`src/rtl/parity_pkg.sv`:
```
// Shared definitions for the parity serial transmitter: FSM encoding and
// default frame geometry.
package parity_pkg;

   localparam int DEF_DATA_W       = 3;
   localparam int DEF_CLKS_PER_BIT = 4;

   typedef enum logic [2:0] {
      IDLE   = 3'd0,
      START  = 3'd1,
      DATA   = 3'd2,
      PARITY = 3'd3,
      STOP   = 3'd4
   } state_e;

endpackage

```
`src/rtl/evenparity.sv`:
```
// Even-parity generator: the output makes the total count of ones
// (data plus parity) even.
module evenparity #(
   parameter int W = 8
) (
   input  logic [W-1:0] data,
   output logic         parity
);

   assign parity = ^data;

endmodule

```
`src/rtl/parity_serial_tx.sv`:
```
// Serial transmitter: sends each accepted message as a start bit, LSB-first
// data bits, an even-parity bit and a stop bit, each CLKS_PER_BIT cycles long.
module parity_serial_tx
   import parity_pkg::*;
#(
   parameter int DATA_W       = DEF_DATA_W,
   parameter int CLKS_PER_BIT = DEF_CLKS_PER_BIT
) (
   input  logic              clk,
   input  logic              rst,
   input  logic              msg_valid,
   input  logic [DATA_W-1:0] message,
   output logic              msg_ready,
   output logic              tx,
   output logic              busy,
   output logic              frame_done
);

   localparam logic [7:0] CNT_LAST = 8'(CLKS_PER_BIT - 1);
   localparam logic [3:0] IDX_LAST = 4'(DATA_W - 1);

   state_e            state_q, state_d;
   logic [7:0]        cnt_q, cnt_d;
   logic [3:0]        idx_q, idx_d;
   logic [DATA_W-1:0] data_q, data_d;
   logic              par_q, par_d;
   logic              tx_q, tx_d;
   logic              busy_q, busy_d;
   logic              ready_q, ready_d;
   logic              done_q, done_d;
   logic              par_s;

   // Selects data bit i without an out-of-range index for small DATA_W.
   function automatic logic bit_at(input logic [DATA_W-1:0] d, input logic [3:0] i);
      logic b;
      b = 1'b0;
      for (int k = 0; k < DATA_W; k++) begin
         b = (int'(i) == k) ? d[k] : b;
      end
      return b;
   endfunction

   evenparity #(.W(DATA_W)) u_evenparity (
      .data   (message),
      .parity (par_s)
   );

   // Next-state, counter and output decode; outputs follow the next state
   // so every output comes straight from a flop.
   always_comb begin
      state_d = state_q;
      cnt_d   = cnt_q;
      idx_d   = idx_q;
      data_d  = data_q;
      par_d   = par_q;
      case (state_q)
         IDLE: begin
            if (msg_valid) begin
               state_d = START;
               data_d  = message;
               par_d   = par_s;
               cnt_d   = 8'd0;
               idx_d   = 4'd0;
            end else begin
               cnt_d   = 8'd0;
               idx_d   = 4'd0;
            end
         end
         START: begin
            if (cnt_q == CNT_LAST) begin
               state_d = DATA;
               cnt_d   = 8'd0;
               idx_d   = 4'd0;
            end else begin
               cnt_d   = cnt_q + 8'd1;
            end
         end
         DATA: begin
            if (cnt_q == CNT_LAST) begin
               cnt_d = 8'd0;
               if (idx_q == IDX_LAST) begin
                  state_d = PARITY;
                  idx_d   = 4'd0;
               end else begin
                  idx_d   = idx_q + 4'd1;
               end
            end else begin
               cnt_d = cnt_q + 8'd1;
            end
         end
         PARITY: begin
            if (cnt_q == CNT_LAST) begin
               state_d = STOP;
               cnt_d   = 8'd0;
            end else begin
               cnt_d   = cnt_q + 8'd1;
            end
         end
         STOP: begin
            if (cnt_q == CNT_LAST) begin
               state_d = IDLE;
               cnt_d   = 8'd0;
            end else begin
               cnt_d   = cnt_q + 8'd1;
            end
         end
         default: begin
            state_d = IDLE;
            cnt_d   = 8'd0;
            idx_d   = 4'd0;
         end
      endcase

      case (state_d)
         IDLE:    tx_d = 1'b1;
         START:   tx_d = 1'b0;
         DATA:    tx_d = bit_at(data_d, idx_d);
         PARITY:  tx_d = par_d;
         STOP:    tx_d = 1'b1;
         default: tx_d = 1'b1;
      endcase

      busy_d  = (state_d != IDLE);
      ready_d = (state_d == IDLE);
      done_d  = (state_d == STOP) && (cnt_d == CNT_LAST);
   end

   // State and output registers with synchronous reset.
   always_ff @(posedge clk) begin
      if (rst) begin
         state_q <= IDLE;
         cnt_q   <= 8'd0;
         idx_q   <= 4'd0;
         data_q  <= '0;
         par_q   <= 1'b0;
         tx_q    <= 1'b1;
         busy_q  <= 1'b0;
         ready_q <= 1'b1;
         done_q  <= 1'b0;
      end else begin
         state_q <= state_d;
         cnt_q   <= cnt_d;
         idx_q   <= idx_d;
         data_q  <= data_d;
         par_q   <= par_d;
         tx_q    <= tx_d;
         busy_q  <= busy_d;
         ready_q <= ready_d;
         done_q  <= done_d;
      end
   end

   assign msg_ready  = ready_q;
   assign tx         = tx_q;
   assign busy       = busy_q;
   assign frame_done = done_q;

endmodule

```
`config.mk`:
```
export PLATFORM = sky130hd
export DESIGN_NAME = parity_serial_tx
export DESIGN_NICKNAME = d
export VERILOG_FILES = /design/src/rtl/parity_pkg.sv /design/src/rtl/evenparity.sv /design/src/rtl/parity_serial_tx.sv
export SDC_FILE = /design/constraint.sdc
export NUM_CORES = 1
export LEC_CHECK = 0
export ABC_CLOCK_PERIOD_IN_PS = 1960
export BUFFER_PORTS_ARGS = -buffer_cell sky130_fd_sc_hd__buf_2
export CORE_UTILIZATION = 50
export DETAILED_ROUTE_END_ITERATION = 10
export PLACE_DENSITY = 0.81
export SYNTH_ARGS = -nofsm -noshare
export SYNTH_HDL_FRONTEND = slang
export SYNTH_SLANG_ARGS = --single-unit
```
`constraint.sdc`:
```
create_clock -name clk -period 1.96 [get_ports clk]
set_input_delay 0.196 -clock clk [delete_from_list [all_inputs] [get_ports clk]]
set_output_delay 0.196 -clock clk [all_outputs]
set_load 0.03 [all_outputs]
```
Word-level counts from Yosys, hierarchy flattened
Index checks and enable logic that the tools add are counted.
W data, S select, Z words.
{"block": "totals", "reg_bits": 23, "in_bits": 6}
{"block": "op_classes", "n_addsub": 2, "n_eq_ne": 13, "muxes": 21, "n_reduce_logical": 8}
{"operator": "$mux W3", "n": 8}
{"operator": "$eq A8 B2 Y1 const B", "n": 2}
{"operator": "$mux W8", "n": 2}
{"operator": "$pmux W3 S5", "n": 1}
{"operator": "$eq A3 B2 Y1 const B", "n": 4}
{"operator": "$mux W4", "n": 3}
{"operator": "$pmux W4 S3", "n": 1}
{"operator": "$add A8 B1 Y8 const B", "n": 1}
{"operator": "$eq A4 B2 Y1 const B", "n": 2}
{"operator": "$eq A3 B1 Y1 const B", "n": 2}
{"operator": "$eq A3 B3 Y1 const B", "n": 2}
{"operator": "$logic_not A3 Y1", "n": 2}
{"operator": "$mux W1", "n": 5}
{"operator": "$add A4 B1 Y4 const B", "n": 1}
{"operator": "$eq A4 B3 Y1 const B", "n": 1}
{"operator": "$logic_not A4 Y1", "n": 1}
{"operator": "$reduce_or A4 Y1", "n": 1}
{"operator": "$pmux W1 S3", "n": 1}
{"operator": "$reduce_bool A3 Y1", "n": 1}
{"operator": "$reduce_xor A3 Y1", "n": 1}
{"operator": "$reduce_or A2 Y1", "n": 1}
{"operator": "$logic_and A1 B1 Y1", "n": 1}

Longest topological paths before layout
{"block": "logic_depth", "ltp_word": 9, "depth_mapped": 8, "ltp_nobuf": 8}

Cells and area by module
From an unflattened synthesis, not the netlist that was laid out.
{"block": "hier_totals", "hier_cells": 144, "area_unflattened_um2": 1296.2}
{"module": "parity_serial_tx", "instances": 1, "cells_per_inst": 143, "area_each_um2": 1272.5, "seq_area_each_um2": 460.4}
{"module": "evenparity", "instances": 1, "cells_per_inst": 1, "area_each_um2": 23.8, "seq_area_each_um2": 0.0}

Worst setup path after synthesis
Ideal clock, no wire load.
{"block": "synth_path", "kind": "flip-flop to flip-flop", "from": "reg cnt_q[0]", "to": "reg tx_q, in the netlist tx", "t_arrival_ns": 1.961, "slack_ns": -0.142, "path_stages_with_launch": 9, "n_path_buf": 1, "synth_period_minus_slack_ns": 2.102, "cell_sequence": "dfxtp_1 -> ha_1 -> or4b_1 -> buf_2 -> o41ai_2 -> nand3b_1 -> o21a_1 -> mux2i_1 -> o311ai_2"}
{"block": "synth_between", "elab_chain_len": 8}
{"element": "start, declared", "line": "parity_serial_tx.sv:23", "source": "logic [7:0] cnt_q, cnt_d;"}
{"element": "start signal, assigned", "line": "parity_serial_tx.sv:142", "source": "cnt_q <= cnt_d;"}
{"element": "$eq A8 B2 Y1 (*)"}
{"element": "$mux W4, on equally long branches", "line": "parity_serial_tx.sv:79, parity_serial_tx.sv:70"}
{"element": "$pmux W4 S3", "line": "parity_serial_tx.sv:56", "source": "case (state_q)"}
{"element": "$logic_not A4 Y1", "line": "parity_serial_tx.sv:38", "source": "b = (int'(i) == k) ? d[k] : b;"}
{"element": "$mux W1 (3 in a row)", "line": "parity_serial_tx.sv:38"}
{"element": "$pmux W1 S3 (*)", "line": "parity_serial_tx.sv:114", "source": "case (state_d)"}
{"element": "end signal, assigned", "line": "parity_serial_tx.sv:146", "source": "tx_q <= tx_d;"}
{"element": "end, declared", "line": "parity_serial_tx.sv:27", "source": "logic tx_q, tx_d;"}
Every way passes the cells marked *; elsewhere a longest branch is shown, timed or not.
A chain may end at the register's enable or synchronous reset.

Worst setup path after layout
{"block": "layout_path", "from": "reg cnt_q[1]", "to": "reg tx_q, in the netlist tx"}
The elaborated chain is that of the path after synthesis.

==> results.cfg <==
[run_status]
outcome = finished, violations left
failed_checks = setup timing

[logic_synthesis]
ys_ff_latch = 23
synth_ff_type = dfxtp_1
syn_area_um2 = 1200
yosysWarnings = 0
synth_common_cells = nor2_1, dfxtp_1, inv_1
yosysTopAreaCellShare_pct = 38.2
seq_area_frac_synth_pct = 38.2
async_flop_share_pct = 0
synth_nets = 147
postSynthAreaPerCell_um2 = 8.73
synth_top_cell_by_area = dfxtp_1
syn_inst = 138
synth-edff-count = 0
yosysMostFrequentCell = nor2_1
synthTopCellsByArea = dfxtp_1, nor2_1, xnor2_1
yosysUniqueCellTypes = 39

[final_layout]
antennaDiodeCount = 0
drive_gt1_share_pct = 38.6
final_cell_count_no_fill = 204
final_nets = 186
syn_to_final_growth_pct = 36.7

[cts]
numCtsBuffers = 3
cts_tree = built
clock_path_buffers = 2
clkSinkCount = 23
clk_latency_ns = 0.32
htree_levels = 1
root_buffer = clkbuf_4
clk_pin_slew_ns = 0.13
ctsHoldBuffers = 0

[global_routing]
top_usage_layer = met2
grt.total_usage_pct = 31.0
grt_pass1_wl_um = 5890
grt_util_met2_pct = 51.5
grt_overflow = 0
grt_max_degree = 14
use_met1_pct = 39.4
grt_pass1_vias = 1221
met3_usage_pct = 5.06
antenna_found_initial = 0

[setup_path]
cpPeakStageDelay_ns = 0.55
path_cells = ha_4, or4b_4, o41ai_2, o41ai_2, o21ai_1, or3_1, o311ai_2
crit_start = cnt_q[1]
slowest_stage = or4b_4
path_class = flop to flop
required_ns = 2.16
cp_max_fo = 6
cp-end-kind = flop
worst-endpoint-arrival_ns = 2.27
r2r_start = cnt_q[1]
crit_top_cell = o41ai_2
start_kind = flop

[place]
dp_hpwl_um = 2160
gp_congestion = 0.966
portBuffers = 9
dp_cells = 196
preCtsSetupSlack_ns = -0.0883

[routing]
vias = 1218
drtIter0Drc = 70
post_drt_wl_per_cell_um = 17.5
wirelength_um = 3560
vias_per_cell = 5.97
drc = 0
drt.antenna.violating_nets = 0
dr.pass1.iters = 4

[floorplan]
start_util_pct = 53.9
rows = 17
ios = 10
core_area_um2 = 2230
dieArea_um2 = 2610
die_width_um = 51.1
die_y_um = 51.1

[power]
ir_worst_vdd_mv = 0.635
power_density_nw_per_um2 = 509
p_leak_uw = 0.000739

[timing]
max_slew_margin_pct = 78.1
worst_pin_slew_ns = 0.326
min_period_ns = 2.08
rsz0062_at_grt = yes
fin_ws_ns = -0.116
fin_crit_sh_pct = 106
max_freq_mhz = 482
skew_ns = 0.00668
hold_viol_final = 0
finalMaxSlewViolations = 0
hold_slack_ns = 0.182
finalSetupViolations = 2

[hold_path]
hold_class = primary input to flop
min-delay-start = message[1]

[run]
cap_violations = 0
[power breakdown]
part	switching [uW]	total (uW)	internal [uW]
logic	72.0	125	53.3
clock network	144	221	76.5
registers	9.50	492	483
[flip-flops by register name (all words and copies together) (netlist names)]
signal      count
busy            1
cnt_q           8
data_q          3
frame_done      1
idx_q           4
msg_ready       1
par_q           1
state_q         3
tx              1
[path summary, 6_finish.rpt]
path	to	slack, ns	depth (start not counted)
worst min register to register	par_q	0.52	2
worst max register to register	tx	-0.12	7
worst max-delay path	tx	-0.12	7
worst min-delay path	data_q[1]	0.18	3
[area by class of cell]
| type | instances | area [um2] |
|---|---|---|
| well taps | 28 | 35.0 |
| repair buffers | 41 | 285 |
| clock inverters | 1 | 5.00 |
| multi-input cells | 99 | 801 |
| inverters | 9 | 33.8 |
| flip-flops and latches | 23 | 464 |
| clock buffers | 3 | 22.5 |
| fillers | 136 | 587 |
[what timing repair did]
action,CTS,global route
cloned,0,0
gates resized for setup,13,5
setup endpoints to repair,1,3
pin swaps,9,3
buffers inserted,4,0
endpoints found under the hold margin,0,0
[per-layer routing]
layer	routed length (um)	vias to the layer above
li1	-	557
met1	1520	577
met2	1660	70
met3	266	14
met4	111	0
met5	0	-
[through the flow]
step	utilization, %	TNS, ns	cell area (um2)	power [uW]
global route	73.7	-0.460	1650	863
global placement	66.7	-0.0170	1490	599
finish	73.7	-0.185	1650	838
CTS	72.4	-0.0568	1620	828
floorplan	-	-0.0168	1240	569
detailed placement	66.7	-0.0883	1490	605
[critical path, delay by kind of cell (launching register included)]
kind	cells	cell delay [ns]
adder cells (fa/ha/maj)	1	0.14
AO/OA/AOI/OAI	4	0.75
AND/OR/NAND/NOR	2	0.69
flip-flops	1	0.38
[kinds of logic (layout without fill, tap and decap cells)]
group | after synthesis | after routing | share of synthesized area, %
AOI/OAI and AO/OA | 22 | 22 | 15.3
xor gates and xnor gates | 9 | 9 | 6.54
adders and majority gates | 3 | 3 | 3.12
buffers and inverters | 16 | 54 | 5.50
DFF | 23 | 23 | 38.2
muxes | 4 | 4 | 3.32
and+or+nand+nor | 61 | 61 | 28.0
[layout by cell type, fill, tap and decap left out, types with 2 or more instances in the layout]
| cell type | n |
|---|---|
| a21oi_1 | 3 |
| and2_1 | 3 |
| and3_1 | 2 |
| buf_2 | 9 |
| buf_4 | 32 |
| clkbuf_4 | 3 |
| dfxtp_1 | 20 |
| dfxtp_2 | 3 |
| ha_1 | 2 |
| inv_1 | 9 |
| mux2i_1 | 4 |
| nand2_1 | 5 |
| nand3_1 | 5 |
| nand4_1 | 2 |
| nor2_1 | 23 |
| nor2b_1 | 4 |
| nor4b_4 | 2 |
| o21a_1 | 2 |
| o21ai_0 | 2 |
| o21ai_2 | 2 |
| o41ai_2 | 3 |
| or3_1 | 3 |
| or3b_2 | 2 |
| xnor2_1 | 5 |
| xor2_1 | 4 |
No activity file was read; power rests on OpenSTA's default activity.
